**src/rtl/fpsu_issue_sched.sv**
```systemverilog
// In-order issue scheduler for three FPU ports (u1, u3, u5).
// Requests queue in a DEPTH-entry FIFO; the head op is sent to the first
// available port it allows, round-robin after the last-granted port.
// Each port tracks its in-flight ops with a counter and a tag FIFO so that
// completions return the requester tag in issue order.
module fpsu_issue_sched #(
  parameter int DEPTH  = 4,
  parameter int MAXOUT = 3
) (
  input  logic        clk,
  input  logic        rst,
  input  logic        req_vld,
  input  logic [12:0] req_op,
  input  logic [8:0]  req_tag,
  input  logic [2:0]  req_pmask,
  output logic        req_rdy,
  input  logic        flush,
  output logic [2:0]  iss_en,
  output logic [12:0] iss_op,
  input  logic [2:0]  ret_en,
  output logic [2:0]  cmpl_vld,
  output logic [8:0]  cmpl_tag0,
  output logic [8:0]  cmpl_tag1,
  output logic [8:0]  cmpl_tag2
);

  localparam int AW = (DEPTH > 1) ? $clog2(DEPTH) : 1;
  localparam int CW = $clog2(DEPTH) + 1;
  localparam int OW = $clog2(MAXOUT + 1);
  localparam int PW = (MAXOUT > 1) ? $clog2(MAXOUT) : 1;

  typedef struct packed {
    logic [12:0] op;
    logic [8:0]  tag;
    logic [2:0]  pmask;
  } entry_t;

  // Issue queue storage and control
  entry_t          mem_q [DEPTH];
  logic [AW-1:0]   wr_ptr_q, wr_ptr_d, rd_ptr_q, rd_ptr_d;
  logic [CW-1:0]   count_q, count_d;

  // Per-port in-flight tracking
  logic [OW-1:0]   out_cnt_q [3];
  logic [OW-1:0]   out_cnt_d [3];
  logic [8:0]      tag_mem_q [3][MAXOUT];
  logic [8:0]      tag_mem_d [3][MAXOUT];
  logic [PW-1:0]   tag_wr_q [3];
  logic [PW-1:0]   tag_wr_d [3];
  logic [PW-1:0]   tag_rd_q [3];
  logic [PW-1:0]   tag_rd_d [3];

  // Arbitration and registered issue outputs
  logic [1:0]      last_q, last_d;
  logic [2:0]      iss_en_q, iss_en_d;
  logic [12:0]     iss_op_q, iss_op_d;

  entry_t          head;
  logic            push, push_keep, sel_vld, ins, rem;
  logic [1:0]      sel_port, idx;
  logic [2:0]      avail, busy, elig, ret_ok;
  logic            err_spur;

  // Tag FIFO pointers wrap at MAXOUT, which need not be a power of two.
  function automatic logic [PW-1:0] inc_ptr(input logic [PW-1:0] p);
    return (p == PW'(MAXOUT - 1)) ? '0 : p + PW'(1);
  endfunction

  // Handshake, head selection, completion and all next-state values.
  always_comb begin
    // NOTE: every variable gets a default before any branch so no latch is inferred.
    req_rdy   = rst && (count_q < CW'(DEPTH)) && !flush;
    push      = req_vld && req_rdy;
    push_keep = push && (req_pmask != 3'b000);
    head      = mem_q[rd_ptr_q];

    for (int p = 0; p < 3; p++) begin
      avail[p] = out_cnt_q[p] < OW'(MAXOUT);
      busy[p]  = out_cnt_q[p] != '0;
    end

    elig = (count_q != '0 && !flush) ? (head.pmask & avail) : 3'b000;

    // Round-robin: scan the ports starting just after the last grant.
    sel_vld  = 1'b0;
    sel_port = 2'd0;
    idx      = 2'd0;
    for (int k = 1; k <= 3; k++) begin
      idx = 2'((int'(last_q) + k) % 3);
      if (!sel_vld && elig[idx]) begin
        sel_vld  = 1'b1;
        sel_port = idx;
      end
    end

    ret_ok    = ret_en & busy & {3{rst}};
    err_spur  = rst && ((ret_en & ~busy) != 3'b000);
    cmpl_vld  = ret_ok;
    cmpl_tag0 = tag_mem_q[0][tag_rd_q[0]];
    cmpl_tag1 = tag_mem_q[1][tag_rd_q[1]];
    cmpl_tag2 = tag_mem_q[2][tag_rd_q[2]];

    wr_ptr_d = push_keep ? wr_ptr_q + AW'(1) : wr_ptr_q;
    rd_ptr_d = flush ? wr_ptr_q : (sel_vld ? rd_ptr_q + AW'(1) : rd_ptr_q);
    count_d  = flush ? '0 : count_q + CW'(push_keep) - CW'(sel_vld);

    tag_mem_d = tag_mem_q;
    ins = 1'b0;
    rem = 1'b0;
    for (int p = 0; p < 3; p++) begin
      ins = sel_vld && (sel_port == 2'(p));
      rem = ret_ok[p];
      out_cnt_d[p] = out_cnt_q[p] + OW'(ins) - OW'(rem);
      tag_wr_d[p]  = ins ? inc_ptr(tag_wr_q[p]) : tag_wr_q[p];
      tag_rd_d[p]  = rem ? inc_ptr(tag_rd_q[p]) : tag_rd_q[p];
      if (ins) tag_mem_d[p][tag_wr_q[p]] = head.tag;
    end

    last_d   = sel_vld ? sel_port : last_q;
    iss_en_d = sel_vld ? (3'b001 << sel_port) : 3'b000;
    iss_op_d = sel_vld ? head.op : iss_op_q;
  end

  // Control state, tag FIFOs and issue outputs with asynchronous reset.
  always_ff @(posedge clk or negedge rst) begin
    if (!rst) begin
      // NOTE: sequential state uses non-blocking assignments only.
      wr_ptr_q  <= '0;
      rd_ptr_q  <= '0;
      count_q   <= '0;
      out_cnt_q <= '{default: '0};
      tag_wr_q  <= '{default: '0};
      tag_rd_q  <= '{default: '0};
      tag_mem_q <= '{default: '0};
      last_q    <= 2'd2;
      iss_en_q  <= 3'b000;
      iss_op_q  <= '0;
    end else begin
      wr_ptr_q  <= wr_ptr_d;
      rd_ptr_q  <= rd_ptr_d;
      count_q   <= count_d;
      out_cnt_q <= out_cnt_d;
      tag_wr_q  <= tag_wr_d;
      tag_rd_q  <= tag_rd_d;
      tag_mem_q <= tag_mem_d;
      last_q    <= last_d;
      iss_en_q  <= iss_en_d;
      iss_op_q  <= iss_op_d;
    end
  end

  // Queue payload write; a dropped (pmask==0) request never occupies a slot.
  always_ff @(posedge clk) begin
    // NOTE: payload storage has no reset; count and pointers decide validity.
    if (push_keep) mem_q[wr_ptr_q] <= '{op: req_op, tag: req_tag, pmask: req_pmask};
  end

  assign iss_en = iss_en_q;
  assign iss_op = iss_op_q;

  // Invariants: one issue per cycle, and a spurious return never completes.
  a_iss_onehot : assert property (@(posedge clk) disable iff (!rst) $onehot0(iss_en_q));
  a_spur_quiet : assert property (@(posedge clk) disable iff (!rst)
                                  err_spur |-> ((cmpl_vld & ret_en) != ret_en));

endmodule
```
**config.mk**
```make
export PLATFORM = sky130hd
export DESIGN_NAME = fpsu_issue_sched
export DESIGN_NICKNAME = d
export VERILOG_FILES = /design/src/rtl/fpsu_issue_sched.sv
export SDC_FILE = /design/constraint.sdc
export NUM_CORES = 1
export LEC_CHECK = 0
export ABC_AREA = 1
export CAP_MARGIN = 40
export CORE_ASPECT_RATIO = 0.6
export CORE_MARGIN = 5
export CORE_UTILIZATION = 35
export CTS_CLUSTER_DIAMETER = 200
export DETAILED_ROUTE_END_ITERATION = 8
export SLEW_MARGIN = 10
export SYNTH_ARGS = -nofsm -noshare
export SYNTH_HDL_FRONTEND = slang
export SYNTH_SLANG_ARGS = --single-unit
```
**constraint.sdc**
```tcl
create_clock -name clk -period 8.5 [get_ports clk]
set_input_delay 0.85 -clock clk [delete_from_list [all_inputs] [get_ports clk]]
set_output_delay 0.85 -clock clk [all_outputs]
set_load 0.03 [all_outputs]
```
== After elaboration in Yosys (flattened, before gate mapping) ==
Memory sizes are Yosys's and may differ from the RTL's.
Index checks and enable logic that the tools add are counted.
Storage, ports and cells
  memories kept: 1
  output and inout bits: 47
  word-level logic and storage cells: 147
  bits in writable memories: 100
  flip-flop bits (word level): 124
  input port bits: 32
Cells by class
  reductions and logical operators: 23
  shift operators: 1
  equal/unequal tests: 8
  bitwise operators: 9
  muxes and demuxes: 43
  add/subtract/negate cells: 19
  div/mod/pow operators: 3
  order comparisons: 16
Memory list
  mem_q: depth 4, bits a word 25, read ports 1, clocked after Yosys merged registers in 0, write ports 1, line 39  | entry_t mem_q [DEPTH];
Operator list (count)
  remainder unit 32 x 3 -> 32 bit, second input constant: 3
  bitwise mux 27 bit: 3
  2-to-1 mux 9 bit: 9
  binary-select mux 9 bit (select 2 bit): 3
  demux 9 bit (select 2 bit): 3
  2-to-1 mux 2 bit: 11
  greater-or-equal comparator 3 bit, second input constant: 6
  NOT 2 -> 3 bit: 6
  adder 2 x 1 -> 2 bit, second input constant: 8
  == test 2 bit, second input constant: 7
  logical AND 1 bit: 13
  bitwise AND 3 bit: 3
  less-than comparator 2 x 3 -> 1 bit, second input constant: 3
  less-than comparator 3 x 1 -> 1 bit, second input constant: 3
  2-to-1 mux 3 bit: 3
  2-to-1 mux 1 bit: 8
  nonzero test 2 bit: 4
  adder 2 x 1 -> 2 bit: 3
  adder 2 x 2 -> 3 bit, second input constant: 2
  binary-select mux 1 bit (select 2 bit): 3
  less-than comparator 2 bit, second input constant: 3
  nonzero test 3 bit: 2
  subtractor 2 x 1 -> 2 bit: 3
  adder 2 x 1 -> 3 bit, second input constant: 1
  7 further kinds: 9

== Logic depth before layout (Yosys ltp) ==
Gate-level depths: netlist of the first run.
  depth after elaboration: 16
  depth in mapped cells: 20
  gate-level depth less buffers: 17

== Least setup slack after synthesis of the first run ==
Ideal clock, no wire load.
  kind: input -> register
  start point: input port flush
  end point: memory mem_q[0][0] (netlist bit) (enable)
  arrival time: 2.948 ns
  stages: 5
  setup time: 0.407 ns
  path buffers: 0
  path slack: 5.145 ns
  required time: 8.093 ns
  cell sequence: inv_2 -> nand2_1 -> nor2_1 -> o311ai_1 -> nor2_1
Between the ends
  word-level cells in the longest chain between the ends: 6
Ends and longest elaborated chain
  start, declared: line 17  | input logic flush,
  logical NOT 1 bit: line 72  | req_rdy = rst && (count_q < CW'(DEPTH)) && !flush;
  logical AND 1 bit: line 72
  named net req_rdy: line 16  | output logic req_rdy,
  logical AND 1 bit: line 73  | push = req_vld && req_rdy;
  logical AND 1 bit: line 74  | push_keep = push && (req_pmask != 3'b000);
  2-to-1 mux 1 bit: line 155  | if (push_keep) mem_q[wr_ptr_q] <= '{op: req_op, tag: req_tag, pmask: req_pmask};
  2-to-1 mux 1 bit (not written as such): line 155
  end, declared: line 39
The timed path passes the listed nets, and every way through them passes these cells.

== Worst setup path after layout of the first run ==
  start point: register rd_ptr_q[1]
  end point: register count_q[2]
Between the ends
  word-level cells in the longest chain between the ends: 14
  elaborated cells between the ends (all ways): 18
  those cells by class: add/sub (1); mux (11); bitwise (1); reduce/logical (4); memory (1)
Ends and longest elaborated chain
  start, declared: line 40  | logic [AW-1:0] wr_ptr_q, wr_ptr_d, rd_ptr_q, rd_ptr_d;
  start signal, assigned: line 140  | rd_ptr_q <= rd_ptr_d;
  memory (4 x 25 bit) (*)
  bitwise AND 3 bit (*): line 82  | elig = (count_q != '0 && !flush) ? (head.pmask & avail) : 3'b000;
  2-to-1 mux 3 bit (*): line 82
  binary-select mux 1 bit (select 2 bit): line 90  | if (!sel_vld && elig[idx]) begin
  2-to-1 mux 1 bit (not written as such): line 90
  2-to-1 mux 1 bit: line 90
  logical NOT 1 bit: line 90
  logical AND 1 bit: line 90
  2-to-1 mux 1 bit: line 90
  logical NOT 1 bit: line 90
  logical AND 1 bit: line 90
  2-to-1 mux 1 bit (*): line 90
  subtractor 3 x 1 -> 3 bit (*): line 105  | count_d = flush ? '0 : count_q + CW'(push_keep) - CW'(sel_vld);
  2-to-1 mux 3 bit (*): line 105
  named net count_d[2]: line 41  | logic [CW-1:0] count_q, count_d;
  end signal, assigned: line 141  | count_q <= count_d;
  end, declared: line 41
Mark *: on every way through the listed nets, which the timed path passes. The rest lies on a longest branch. The select of a mux whose other input is x is not followed.
A chain may end at the register's enable or synchronous reset.

==> flow_summary.ini, run 1 <==
[sta]
tns_ns = 0
setup_slack_ns = 4.82
holdWs_ns = 0.281
setup_viol = 0
worst_pin_slew_ns = 0.923
fin_crit_ns = 3.68
max_freq_mhz = 272
hold_viol_final = 0
finalMaxSlewViolations = 0
rsz0062_at_grt = false
timing.slew.headroom_pct = 38.2
final.period_utilization_pct = 43.3
skew_ns = 0.00707

[grt]
grt_max_degree = 62
track_usage_pct = 14.1
gr-total-overflow = 0
antenna_found_initial = 0
grt_pass1_wl_um = 34800
grt_pass1_vias = 6182

[worst_setup_path]
cp.required_ns = 8.90
slowest_stage = dfrtp_1
crit_buf_inv = 3
crit_chain = inv_2, nand3_1, nand2_1, nand3_1, nand2_2, a21oi_4, nand3_2, ha_1, inv_1, ha_1, inv_1, fa_1, o21ai_0, a21oi_1
arrival_ns = 4.08
crit_fanout = 35
critPathCaptureType = flip-flop
path_delay_family = adder cells
startpoint_type = flip-flop
worstSetupPathType = reg -> reg
critPathMaxStageDelay_ns = 0.76

[placement]
gp_congestion = 0.781
dp_hpwl_um = 14500
portBuffers = 78
dp_worst_setup_slack_ns = 4.58

[pwr]
comb_power_share_pct = 46.6
peakVddDrop_mv = 0.172
p_int_mw = 2.72
power_density_nw_per_um2 = 426
leakage_nw = 4.83
p_clk_share_pct = 19.9
switchingPower_mw = 2.11
p_seq_share_pct = 33.6
switching_share_pct = 43.7

[cts]
cts_tree = yes
clockBufferDepth = 3
cts_setup_buffers = 0
root_buffer = clkbuf_16
cts_buffers = 23
cts_sinks = 224
insertion_delay_ns = 0.52
htreeDepth = 1
clk_pin_slew_ns = 0.06
cts_hold_buf = 0
cts_resized = 0

[yosys]
yosysTopAreaCellShare_pct = 32.4
ys_ff_latch = 224
synth_area_leaders = dfrtp_1, edfxtp_1, nand2_1
post_synth.cell_area_avg_sq_um = 10.3
synth-edff-count = 100
netlist_area_sq_um = 9490
synth-main-ff-cell = dfrtp_1
synth_top_cell_by_area = dfrtp_1
syn-num-nets = 964
yosysSeqAreaShare_pct = 64.4
synth.distinct_cells = 35
syn_inst = 917
synthTopCellsByCount = nand2_1, dfrtp_1, edfxtp_1
yosysWarningCount = 0
async_flop_share_pct = 55.4
synth.most_common_cell = nand2_1

[detailed_routing]
ant_nets = 0
postRouteWirelength_um = 21800
drc = 0
drtIter0Drc = 497
first_pass_iters = 5
vias_per_cell = 4.77
vias = 6582
wl_per_cell_um = 15.8

[run_status]
status = finished, final reports clean

[layout]
final_layout_size_suffix_gt1_share_pct = 7.75
syn2layout_area_growth_pct = 19.5
nets = 1049
antenna_cells = 0

[floorplan]
row_count = 46
die_w_um = 223
initial_core_util_pct = 35.8
coreArea_sq_um = 26500
pin_count = 79
die_h_um = 138
dieArea_sq_um = 30600

[worst_hold_path]
holdCritPathClass = in -> async

[run]
maxCapViolations = 0
stage by stage:
stage / cells / power (mW) / utilization [%] / area, sq um
6_report: 1379 / 4.83 / 42.7 / 11300
5_1_grt: 1379 / 5.21 / 42.7 / 11300
4_1_cts: 1379 / 4.90 / 42.7 / 11300
3_5_place_dp: 1337 / 3.93 / 40.1 / 10600
3_3_place_gp: 1336 / 3.89 / 40.0 / 10600
2_1_floorplan: 917 / 3.23 / - / 9490
routing by layer:
layer	GRT usage, %	vias up	wire, um
li1	-	3240	-
met4	2.48	0	297
met5	0	-	0
met2	21.5	155	9570
met3	2.79	24	1240
met1	21.2	3163	10700
layout make-up:
class	count	area, sq um
tap	360	450
multi-input combinational	604	2980
sequential	224	6110
fill	2482	15200
inverter	62	235
clock buffer	36	664
clock inverter	6	50.0
timing repair buffer	87	858
logic make-up (layout without fill, tap and decap cells):
logic type / count (synthesis) / after routing / synth area share [%]
compound gates: 132 / 132 / 7.75
xor+xnor: 8 / 8 / 0.739
flops: 224 / 224 / 64.4
simple gates: 447 / 447 / 20.5
buf+inv: 89 / 191 / 4.38
mux: 2 / 2 / 0.237
fa+ha+maj: 15 / 15 / 2.06
flip-flops by register name (all words and copies together) (netlist names):
register and count:
count_q 3, iss_en 3, iss_op 13, last_q 2, mem_q 100, out_cnt_q 6, rd_ptr_q 2, tag_mem_q 81
tag_rd_q 6, tag_wr_q 6, wr_ptr_q 2
final timing paths:
path | start | endpoint | slack, ns | cells past startpoint
setup / recovery | rd_ptr_q[1]$_DFFE_PN0P_ | count_q[2]$_DFF_PN0_ | 4.82 | 14
max in group asynchronous | rst | tag_mem_q[60]$_DFFE_PN0P_ | 6.82 | 3
setup reg to reg | rd_ptr_q[1]$_DFFE_PN0P_ | count_q[2]$_DFF_PN0_ | 4.82 | 14
min in group clk | iss_op[9]$_DFFE_PN0P_ | iss_op[9]$_DFFE_PN0P_ | 0.47 | 2
hold / removal | rst | out_cnt_q[1]$_DFF_PN0_ | 0.28 | 1
hold reg to reg | iss_op[9]$_DFFE_PN0P_ | iss_op[9]$_DFFE_PN0P_ | 0.47 | 2
power by group through the flow:
stage	Clock, mW	Sequential, mW	Combinational [mW]
floorplan	0	1.66	1.56
global placement	0	1.63	2.26
detailed placement	0	1.64	2.29
CTS	0.985	1.62	2.29
global route	1.03	1.66	2.52
finish	0.959	1.62	2.25
placed cells by master (no fill, tap or decap), types with 3 or more instances in the layout:
master           instances
clkbuf_8                 4
xnor2_1                  6
nand2_2                  6
nand3_4                  6
clkinv_2                 3
o22ai_1                 13
ha_1                    14
clkinv_1                 3
clkbuf_1                 9
nand3_1                 66
buf_4                    9
nor2_2                   4
nand3_2                  4
inv_1                   55
nand2_1                304
a32oi_1                  9
clkbuf_16               23
nand2_4                  3
a21oi_1                 14
clkdlybuf4s50_1         77
o21ai_0                 44
inv_2                    3
o21ai_1                 47
dfrtp_1                123
edfxtp_1               100
nor2_1                  50
worst reg2reg max path, delay by kind of cell (launching register included):
kind                     cells  cell delay [ns]
AND/OR/NAND/NOR              5             0.90
flip-flops                   1             0.76
buffers and inverters        3             0.55
AO/OA/AOI/OAI                3             0.42
adder cells (fa/ha/maj)      3             0.93
(Power assumes the default switching activity.)
==> run 2: changes to the inputs <==
==> constraint.sdc (replaced) <==
create_clock -name clk -period 3.7 [get_ports clk]
set_input_delay 0.37 -clock clk [delete_from_list [all_inputs] [get_ports clk]]
set_output_delay 0.37 -clock clk [all_outputs]
set_load 0.03 [all_outputs]
==> run 2 against run 1 <==
Worst hold slack better by 0.018 ns. Via count is 0.33% higher. Non-clock buffer count is 8 higher. Global-route usage is 0.28 points higher. Sequential share of layout area is 0.25 points lower. Final cell count is 0.44% higher. Clock power is 130% higher. Register-to-register slack worse by 3.9 ns. Critical path type is now reg -> out. Largest power group unchanged.
==> flow_summary.ini, run 2 (same netlist as run 1, synthesis figures left out) <==
[run_status]
status = finished, final reports clean

[sta]
timing.slew.headroom_pct = 43.8
holdWs_ns = 0.299
final.period_utilization_pct = 77.8
hold_viol_final = 0
finalMaxSlewViolations = 0
rsz0062_at_grt = false
fin_crit_ns = 2.88
skew_ns = 0.0245
worst_pin_slew_ns = 0.839
tns_ns = 0
max_freq_mhz = 347
setup_viol = 0

[cts]
root_buffer = clkbuf_16
cts_sinks = 224
insertion_delay_ns = 0.52
clk_pin_slew_ns = 0.06
cts_buffers = 22
clockBufferDepth = 3
cts_resized = 0
cts_tree = yes
htreeDepth = 1

[worst_setup_path]
cp-endpoint = cmpl_tag0[5]
slowest_stage = clkdlybuf4s50_1
arrival_ns = 2.51
critPathMaxStageDelay_ns = 0.71
reg2reg_depth = 15
path_delay_family = simple AND/OR/NAND/NOR gates
critPathCaptureType = primary output
reg2reg_to = count_q[2]$_DFF_PN0_
reg2reg_slack_ns = 0.89
critPathLaunch = tag_rd_q[5]$_DFFE_PN0P_
crit_buf_inv = 1
crit_chain = nor2_1, nand2_1, nand3_1, clkdlybuf4s50_1
worstSetupPathType = reg -> out
cp.required_ns = 3.33
crit_cells = 4
startpoint_type = flip-flop
crit_fanout = 10
r2r_start = rd_ptr_q[0]$_DFFE_PN0P_

[floorplan]
pin_count = 79
initial_core_util_pct = 35.8
dieArea_sq_um = 30600
row_count = 46
coreArea_sq_um = 26500
die_w_um = 223
die_h_um = 138

[detailed_routing]
vias = 6604
drc = 0
wl_per_cell_um = 15.8
vias_per_cell = 4.77
ant_nets = 0
first_pass_iters = 5
postRouteWirelength_um = 21900
drtIter0Drc = 450

[layout]
nets = 1056
antenna_cells = 0
final_common_cell = nand2_1
syn2layout_area_growth_pct = 20.1
layout_common_cells = nand2_1, dfrtp_1, edfxtp_1
top_register = mem_q
seq_area_sq_um = 6110
final_layout_size_suffix_gt1_share_pct = 7.90
fillCellCount = 2519
largest_register_ffs = 100
multi_input_area_sq_um = 2980

[grt]
gr-total-overflow = 0
track_usage_pct = 14.4
grt_pass1_vias = 6249
antenna_found_initial = 0
grt_pass1_wl_um = 35600
grt_max_degree = 54

[placement]
dp_hpwl_um = 14800
portBuffers = 78
gp_congestion = 0.829

[pwr]
leakage_nw = 4.86
peakVddDrop_mv = 0.428
power_density_nw_per_um2 = 980
power_mw = 11.2

[run]
maxCapViolations = 0

[worst_hold_path]
holdCritPathClass = in -> async
[run 2: changes by cell type in the layout (fill, tap and decap cells not counted), sizes merged]
cell | previous run | this run
buf | 10 | 17
bufinv | 0 | 2
clkbuf | 36 | 29
clkinv | 6 | 11
clkinvlp | 2 | 1
dlygate4sd3 | 0 | 1
inv | 60 | 59
[run 2: timing repair]
action | in CTS | in global routing
endpoints found under the setup margin | 0 | 0
setup buffers | 0 | 0
hold endpoints to repair | 13 | 0
hold buffers | 1 | 0
[run 2: worst min-delay path by stage]
stage                     from                      end  slack (ns)  cells after the start
final                      rst      iss_en[2]$_DFF_PN0_        0.30                      2
after global routing       rst      iss_en[2]$_DFF_PN0_        0.32                      2
after CTS                  rst      iss_en[2]$_DFF_PN0_        0.29                      2
after detailed placement   rst      iss_en[2]$_DFF_PN0_        0.28                      1
after global placement     rst  tag_rd_q[1]$_DFFE_PN0P_        0.28                      1
after floorplan            rst     count_q[0]$_DFF_PN0_        0.07                      0
[run 2: per-stage QoR]
| step | instances | setup slack, ns | area [sq um] | utilization, % |
|---|---|---|---|---|
| finish | 1385 | 0.820 | 11400 | 42.9 |
| global route | 1385 | 0.641 | 11400 | 42.9 |
| CTS | 1385 | 0.798 | 11400 | 42.9 |
| detailed placement | 1344 | 0.623 | 10700 | 40.3 |
| global placement | 1343 | 0.688 | 10700 | 40.2 |
| floorplan | 917 | 0.825 | 9490 | - |
[run 2: power breakdown]
part | internal [mW] | leakage [nW] | switching (mW)
Sequential | 3.33 | 2.45 | 0.397
Combinational | 1.74 | 2.08 | 3.52
Clock | 1.26 | 0.334 | 0.917
[run 2: final cells by class]
type                       instances  area share, %
clock buffer                      29           5.15
clock inverter                    11          0.977
inverter                          62           2.06
multi-input combinational        604           26.1
sequential                       224           53.6
tap                              360           3.95
timing repair buffer              95           8.15
[run 2: per-layer routing]
metal | GRT usage (%) | vias to the layer above | part of all wire, %
met5 | 0 | - | 0
met4 | 3.47 | 0 | 1.9
met3 | 2.60 | 31 | 5.1
met2 | 21.4 | 145 | 43
met1 | 21.8 | 3168 | 50
li1 | - | 3260 | -
[run 2: worst reg2reg max path: stages (launching register included)]
cell     delay (ns)
dfrtp_1        0.51
inv_4          0.20
nand2_1        0.07
nand3_1        0.07
nand2_1        0.11
nand3_1        0.11
nand2_2        0.08
a21oi_4        0.19
nand3_2        0.16
ha_1           0.30
inv_1          0.06
ha_1           0.14
inv_1          0.05
fa_1           0.39
o21ai_0        0.19
a21oi_1        0.06
==> run 3: changes to the inputs <==
==> constraint.sdc (replaced) <==
create_clock -name clk -period 2.8 [get_ports clk]
set_input_delay 0.28 -clock clk [delete_from_list [all_inputs] [get_ports clk]]
set_output_delay 0.28 -clock clk [all_outputs]
set_load 0.03 [all_outputs]
==> run 3 against run 2 <==
Die area unchanged. Global-route usage up 0.20 points. Register-to-register slack got worse by 0.67 ns. Utilization increased by 1.1 points. Routed wire length increased by 0.85%. Design area rose by 2.6%. Largest power group unchanged.
==> flow_summary.ini, run 3 (same netlist as run 1, synthesis figures left out) <==
[cts]
root_buffer = clkbuf_16
cts_tree = yes
cts_sinks = 224
insertion_delay_ns = 0.51
clockBufferDepth = 3
cts_buffers = 23
clk_pin_slew_ns = 0.06
htreeDepth = 1
cts_setup_buffers = 0

[detailed_routing]
highest_layer = met5
first_pass_iters = 5
vias_per_cell = 4.76
drc = 0
vias = 6726
ant_nets = 0
wl_per_cell_um = 15.6
route.met3.wl_um = 1000
drtIter0Drc = 576
wl_met2_um = 9530
postRouteWirelength_um = 22100
wl_met1_um = 11300

[layout]
syn2layout_area_growth_pct = 23.2
top_register = mem_q
instances_no_fill = 1412
final_common_cell = nand2_1
layout_common_cells = nand2_1, dfrtp_1, edfxtp_1
antenna_cells = 0
largest_register_ffs = 100
final_layout_size_suffix_gt1_share_pct = 11.4
nets = 1082
utilization_pct = 44.1

[run_status]
status = finished, final reports clean

[grt]
gr-total-overflow = 0
grt_pass1_vias = 6448
antenna_found_initial = 1
grt_pass1_wl_um = 36100
grt_max_degree = 50
track_usage_pct = 14.6

[pwr]
switching_share_pct = 42.5
leakage_nw = 5.04
power_mw = 15.3
comb_power_share_pct = 47.7
p_int_mw = 8.79
power_density_nw_per_um2 = 1310
p_seq_share_pct = 32.2
peakVddDrop_mv = 0.623
p_clk_share_pct = 20.0
switchingPower_mw = 6.51

[worst_setup_path]
worstSetupPathType = reg -> reg
crit_fanout = 5
arrival_ns = 2.95
reg2reg_slack_ns = 0.22
cp.required_ns = 3.18
startpoint_type = flip-flop
critPathCaptureType = flip-flop

[sta]
fin_crit_ns = 2.58
rsz0062_at_grt = false
final.period_utilization_pct = 92.0
max_freq_mhz = 388
tns_ns = 0
hold_viol_final = 0
timing.slew.headroom_pct = 57.7
setup_viol = 0
skew_ns = 0.0219
finalMaxSlewViolations = 0
worst_pin_slew_ns = 0.634

[placement]
portBuffers = 78
gp_congestion = 0.780
dp.cells = 1369
dp_hpwl_um = 15000

[floorplan]
pin_count = 79
dieArea_sq_um = 30600
coreArea_sq_um = 26500
die_h_um = 138
row_count = 46
initial_core_util_pct = 35.8
die_w_um = 223

[run]
maxCapViolations = 0

[worst_hold_path]
holdCritPathClass = in -> reg
-- run 3: repair_timing --
action | in CTS | in global routing
hold buffers | 1 | 0
endpoints found under the hold margin | 56 | 0
gates resized for setup | 0 | 4
setup endpoints to repair | 0 | 1
-- run 3: final timing paths --
path / end / start / cells past startpoint
hold reg to reg: tag_mem_q[59]$_DFFE_PN0P_ / tag_mem_q[59]$_DFFE_PN0P_ / 2
max in group asynchronous: tag_wr_q[5]$_DFFE_PN0P_ / rst / 4
hold / removal: mem_q[0][4]$_DFFE_PP_ / req_tag[1] / 1
setup reg to reg: count_q[2]$_DFF_PN0_ / last_q[1]$_DFFE_PN1P_ / 13
setup / recovery: count_q[2]$_DFF_PN0_ / last_q[1]$_DFFE_PN1P_ / 13
min in group asynchronous: out_cnt_q[5]$_DFF_PN0_ / rst / 3
-- run 3: critical path, cell delays in order, from the launching register on --
cell and delay, ns:
dfstp_2 0.55, ha_2 0.23, inv_1 0.09, nand3_1 0.10, nand2_2 0.08, a21oi_4 0.16
nand3_2 0.13, ha_1 0.28, inv_1 0.06, ha_1 0.13, inv_1 0.05, fa_1 0.38
o21ai_0 0.16, a21oi_1 0.05
-- run 3: per-stage QoR --
stage | cell area [sq um] | hold WS, ns | setup WS, ns
global placement | 10900 | 0.422 | 0.130
floorplan | 9490 | -0.0156 | -0.00653
detailed placement | 10900 | 0.423 | 0.0669
CTS | 11700 | 0.378 | 0.160
finish | 11700 | 0.398 | 0.225
global route | 11700 | 0.392 | 0.0136
-- run 3: area by class of cell --
cell class	count	area, sq um
clock buffers	34	699
clock inverters	8	75.1
fillers	2493	14800
inverters	62	235
multi-input cells	604	2980
flip-flops and latches	224	6110
well taps	360	450
repair buffers	120	1140
-- run 3: power groups by stage --
| stage | sequential (mW) | combinational (mW) | clock, mW |
|---|---|---|---|
| final | 4.93 | 7.30 | 3.07 |
| after global routing | 5.04 | 8.13 | 3.29 |
| after CTS | 4.93 | 7.38 | 3.14 |
| after floorplan | 5.05 | 4.74 | 0 |
| after detailed placement | 4.98 | 7.36 | 0 |
| after global placement | 4.96 | 7.25 | 0 |
-- run 3: layer usage --
metal	GRT usage [%]	vias to the layer above
met2	21.7	136
met4	2.38	2
met3	2.83	23
met1	22.4	3248
met5	0	-
li1	-	3317
